**src/rtl/usr_tx_ctrl_if.sv**
```systemverilog
// Word-input handshake for usr_tx_ctrl: a 4-bit word plus its shift direction.
interface usr_tx_ctrl_if;
   logic       in_valid;
   logic       in_ready;
   logic [3:0] in_data;
   logic       msb_first;

   modport master (output in_valid, in_data, msb_first, input in_ready);
   modport slave  (input in_valid, in_data, msb_first, output in_ready);
endinterface

```
**src/rtl/usr_tx_ctrl.sv**
```systemverilog
// Serialises 4-bit words through an external 4-bit universal shift register:
// one load cycle, four shift cycles, then an optional idle gap.
module usr_tx_ctrl #(
   parameter logic FILL_BIT   = 1'b0,
   parameter int   GAP_CYCLES = 0
) (
   input  logic         clk,
   input  logic         rst_n,
   usr_tx_ctrl_if.slave in_if,
   output logic         s1,
   output logic         s0,
   output logic         sr,
   output logic         sl,
   output logic [3:0]   pdin,
   input  logic [3:0]   pdout,
   output logic         sdo,
   output logic         sdo_valid,
   output logic         done
);

   typedef enum logic [1:0] {IDLE, LOAD, SHIFT, GAP} state_t;

   localparam logic [3:0] GAP_LAST = (GAP_CYCLES > 0) ? 4'(GAP_CYCLES - 1) : 4'd0;

   state_t     state;
   logic [1:0] cnt;
   logic [3:0] gcnt;
   logic       dir;
   logic       rdy_q;

   assign in_if.in_ready = rdy_q;

   // sdo_valid is only set in SHIFT, so it doubles as the gate that forces sdo low elsewhere.
   assign sdo = sdo_valid & (dir ? pdout[3] : pdout[0]);

   always_ff @(posedge clk or negedge rst_n) begin
      if (!rst_n) begin
         state     <= IDLE;
         cnt       <= 2'd0;
         gcnt      <= 4'd0;
         pdin      <= 4'd0;
         dir       <= 1'b0;
         rdy_q     <= 1'b1;
         s1        <= 1'b0;
         s0        <= 1'b0;
         sr        <= 1'b0;
         sl        <= 1'b0;
         sdo_valid <= 1'b0;
         done      <= 1'b0;
      end else begin
         case (state)
            IDLE: begin
               if (in_if.in_valid && rdy_q) begin
                  pdin      <= in_if.in_data;
                  dir       <= in_if.msb_first;
                  rdy_q     <= 1'b0;
                  {s1, s0}  <= 2'b11;
                  state     <= LOAD;
               end
            end

            LOAD: begin
               cnt       <= 2'd0;
               {s1, s0}  <= dir ? 2'b10 : 2'b01;
               sr        <= FILL_BIT;
               sl        <= FILL_BIT;
               sdo_valid <= 1'b1;
               done      <= 1'b0;
               state     <= SHIFT;
            end

            SHIFT: begin
               cnt  <= cnt + 2'd1;
               done <= (cnt == 2'd2);
               if (cnt == 2'd3) begin
                  {s1, s0}  <= 2'b00;
                  sr        <= 1'b0;
                  sl        <= 1'b0;
                  sdo_valid <= 1'b0;
                  done      <= 1'b0;
                  gcnt      <= 4'd0;
                  if (GAP_CYCLES > 0) begin
                     state <= GAP;
                  end else begin
                     rdy_q <= 1'b1;
                     state <= IDLE;
                  end
               end
            end

            GAP: begin
               if (gcnt == GAP_LAST) begin
                  gcnt  <= 4'd0;
                  rdy_q <= 1'b1;
                  state <= IDLE;
               end else begin
                  gcnt <= gcnt + 4'd1;
               end
            end

            default: begin
               rdy_q <= 1'b1;
               state <= IDLE;
            end
         endcase
      end
   end

endmodule

```
**src/flat_wrapper.sv**
```systemverilog
// flat-port wrapper written by rule: the top's interface ports become plain ports
module usr_tx_ctrl_flat 
#(
   parameter logic FILL_BIT   = 1'b0,
   parameter int   GAP_CYCLES = 0
)
  (clk, rst_n, s1, s0, sr, sl, pdin, pdout, sdo, sdo_valid, done, in_if_in_valid, in_if_in_data, in_if_msb_first, in_if_in_ready);
  usr_tx_ctrl_if in_if_i ();
  input  logic clk;
  input  logic rst_n;
  output logic s1;
  output logic s0;
  output logic sr;
  output logic sl;
  output logic [3:0] pdin;
  input  logic [3:0] pdout;
  output logic sdo;
  output logic sdo_valid;
  output logic done;
  input wire logic [$bits(in_if_i.in_valid)-1:0] in_if_in_valid;
  input wire logic [$bits(in_if_i.in_data)-1:0] in_if_in_data;
  input wire logic [$bits(in_if_i.msb_first)-1:0] in_if_msb_first;
  output wire logic [$bits(in_if_i.in_ready)-1:0] in_if_in_ready;
  assign in_if_i.in_valid = in_if_in_valid;
  assign in_if_i.in_data = in_if_in_data;
  assign in_if_i.msb_first = in_if_msb_first;
  assign in_if_in_ready = in_if_i.in_ready;
  usr_tx_ctrl #(.FILL_BIT(FILL_BIT), .GAP_CYCLES(GAP_CYCLES)) u_core (.clk(clk), .rst_n(rst_n), .in_if(in_if_i), .s1(s1), .s0(s0), .sr(sr), .sl(sl), .pdin(pdin), .pdout(pdout), .sdo(sdo), .sdo_valid(sdo_valid), .done(done));
endmodule
```
**config.mk**
```make
export PLATFORM = sky130hd
export DESIGN_NAME = usr_tx_ctrl_flat
export DESIGN_NICKNAME = d
export VERILOG_FILES = /design/src/rtl/usr_tx_ctrl_if.sv /design/src/rtl/usr_tx_ctrl.sv /design/src/flat_wrapper.sv
export SDC_FILE = /design/constraint.sdc
export NUM_CORES = 1
export LEC_CHECK = 0
export CORE_ASPECT_RATIO = 1.25
export CORE_MARGIN = 2
export CORE_UTILIZATION = 40
export CTS_BUF_LIST = sky130_fd_sc_hd__clkbuf_4 sky130_fd_sc_hd__clkbuf_8 sky130_fd_sc_hd__clkbuf_16
export DETAILED_ROUTE_END_ITERATION = 7
export MAX_ROUTING_LAYER = met4
export PLACE_DENSITY = 0.67
export SYNTH_ARGS = -nofsm -noshare
export SYNTH_HDL_FRONTEND = slang
export SYNTH_SLANG_ARGS = --single-unit
```
**constraint.sdc**
```tcl
create_clock -name clk -period 1.9 [get_ports clk]
set_input_delay 0.38 -clock clk [delete_from_list [all_inputs] [get_ports clk]]
set_output_delay 0.38 -clock clk [all_outputs]
set_load 0.02 [all_outputs]
```
==> metrics.txt <==
status complete, no violations; Layout area overhead 28.6%; vias per cell about 4.9; M1 wire length between 700 and 800 µm; CTS tree done; wire per inst between 10 and 15 µm; metal2 WL slightly above 1 mm; WL met3 between 40 and 50 µm; Setup crit start kind flop; CP Max Fanout 5; Cell Chain, Critical Path inv_1, ha_1, nor2b_2, nor3_1, mux2_2; Final Routed Wirelength roughly 1.9 mm; worst-skew pair later-pin latency ~0.31 ns; die height around 60 µm; Final Power 667 µW; final-layout worst hold slack 0.334 ns; dpl hpwl between 1.5 and 2 mm; first-pass GRT wire length 3.36 mm; register area between 400 and 500 µm²; Syn Area/Cell 11.1 µm²; initial antenna violation count 0; fin util a little over half; Port Buffers 19; Area contributors post-synth dfrtp_1, ha_1, mux2_2; vias in the first global route ~800; Leak 0.000597 µW; antenna-violating nets left 0; crit path kind reg2reg; minimum clock period after layout 1.76 ns; share of layout cells above drive strength 1 19.0%; CP required roughly 2.1 ns; top cell type's share of synthesized area roughly 42%; I/O pin count 24; Hold-fix buffers, CTS 0; Remaining Overflow, GRT 0; GRT Util Overall between 10% and 20%; Worst Skew 0.00291 ns; synth warn 0; RSZ-0062 raised after global routing false; std cell rows 20; Synth Flop Type dfrtp_1; Fill cells around 230; CTS clock-pin slew for the worst setup and hold paths around 0.11 ns; Final Worst Setup Slack 0.141 ns; commonest cells in the netlist dfrtp_1, ha_1, inv_1, mux2_2, nand3_1; CP arrival slightly below 2 ns; CTS buffer count 3; most frequent cell after synthesis dfrtp_1; Synth Cell Area around 0.001 mm²; Final setup viols 0; max-cap violations 0; FF+latch count, synth 18; Yosys top cell by area dfrtp_1; async set or reset register ratio after synthesis 100%; Core Area 0.00240 mm²; HP Class in2async; Max IR drop VDD about 0.33 mV; sequential area share after synthesis about 45%; die area slightly below 0.003 mm²; Mapped Cells 90; dpl ws -0.123 ns; Hold Fails Final Rpt 0; Peak Freq about 570 MHz; top layer in use met4; area of the multi-input gates around 490 µm²; pwr dens 517 mW/mm²; CP max stage cell dfrtp_1; Clock Sinks 18; Initial DRT Pass Iterations 4; count of final max-slew check failures 0; GP Congestion between 0.7 and 0.8; Post-synth EDFFs 0; period utilization 92.6%; Yosys cell types 33; Die X about 50 µm; root buf cell clkbuf_4; Worst setup EP type flop; DRC Markers 0; routed via count ~730; Starting DRT DRC Count 7; initial core utilization around two fifths; slowest stage delay, CP around 0.43 ns; largest net degree at the start of global routing 12; H-tree depth 1; Total Nets Final approximately 140; diode count 0; Max clock buf depth 2
## routing by layer
layer | track usage, % | up-vias
met2 | 29.2 | 15
met5 | - | -
met4 | 10.6 | 0
li1 | - | 363
met1 | 15.5 | 351
met3 | 2.00 | 5
## sequential cells by signal (all words and copies together), names as in the netlist
signal,count
u_core.gcnt,4
u_core.cnt,2
u_core.s0,1
u_core.dir,1
u_core.done,1
u_core.pdin,4
u_core.state,2
u_core.sdo_valid,1
u_core.s1,1
u_core.in_if.in_ready,1
## timing repair
action,CTS,global route
buffers inserted,0,0
pin swaps,0,0
endpoints found under the setup margin,1,1
resized for setup,1,1
## cell families (layout without fill, tap and decap cells)
family	Yosys count	after routing	synth area share, %
buf+inv	13	38	6.49
simple gates	22	22	12.5
fa+ha+maj	9	9	11.2
mux	10	10	11.0
other cells	1	2	0.374
flops	18	18	45.1
compound gates	17	17	13.4
## report_power, final
part           leakage (µW)  internal [µW]  total, µW  switching [µW]
combinational      0.000328           19.4       34.0            14.6
clock             0.0000210            117        250             132
sequential         0.000248            383        383               0
total              0.000597            520        667             147
## worst paths after layout
check,start,end,slack [ns],depth (start not counted)
min in group clk,u_core.pdin[0]$_DFFE_PN0P_,u_core.pdin[0]$_DFFE_PN0P_,0.52,1
setup reg to reg,u_core.state[0]$_DFFE_PN0P_,u_core.s0$_DFFE_PN0P_,0.14,5
hold / removal,rst_n,u_core.gcnt[0]$_DFFE_PN0P_,0.33,1
hold reg to reg,u_core.pdin[0]$_DFFE_PN0P_,u_core.pdin[0]$_DFFE_PN0P_,0.52,1
setup / recovery,u_core.state[0]$_DFFE_PN0P_,u_core.s0$_DFFE_PN0P_,0.14,5
max in group asynchronous,rst_n,u_core.state[1]$_DFFE_PN0P_,1.09,2
## metrics by stage
stage | instance area, µm² | setup TNS (ns) | std cells
2_1_floorplan | 1010 | 0 | 91
3_3_place_gp | 1250 | -0.0565 | 145
3_5_place_dp | 1250 | -0.123 | 145
4_1_cts | 1290 | 0 | 149
5_1_grt | 1290 | 0 | 149
6_report | 1290 | 0 | 149
## critical path: cells and delay by family, from the launching register on
family | cells | cell delay, ns
buf+inv | 1 | 0.11
simple gates | 2 | 0.52
flops | 1 | 0.43
mux | 1 | 0.38
fa+ha+maj | 1 | 0.22
## cells in the final DEF (no fill, tap or decap), types with 2 or more instances in the layout
cell             netlist  routed
inv_1                  9       9
nor2_1                 3       3
conb_1                 1       2
mux2i_1                2       2
a21oi_1                2       2
nor2b_1                2       2
nand4_1                2       2
clkbuf_4               0       3
ha_1                   9       9
nand2_1                2       2
buf_4                  2       6
dfrtp_1               17      17
o21ai_0                6       6
clkdlybuf4s50_1        0      17
mux2_2                 7       7
nand3_1                7       7
## final cells by class
class	count	area share (%)
clock buffers	4	2.82
multi-input cells	60	38.0
repair buffers	25	18.3
flip-flops and latches	18	35.0
well taps	33	3.20
inverters	9	2.62
(Power assumes the default switching activity.)
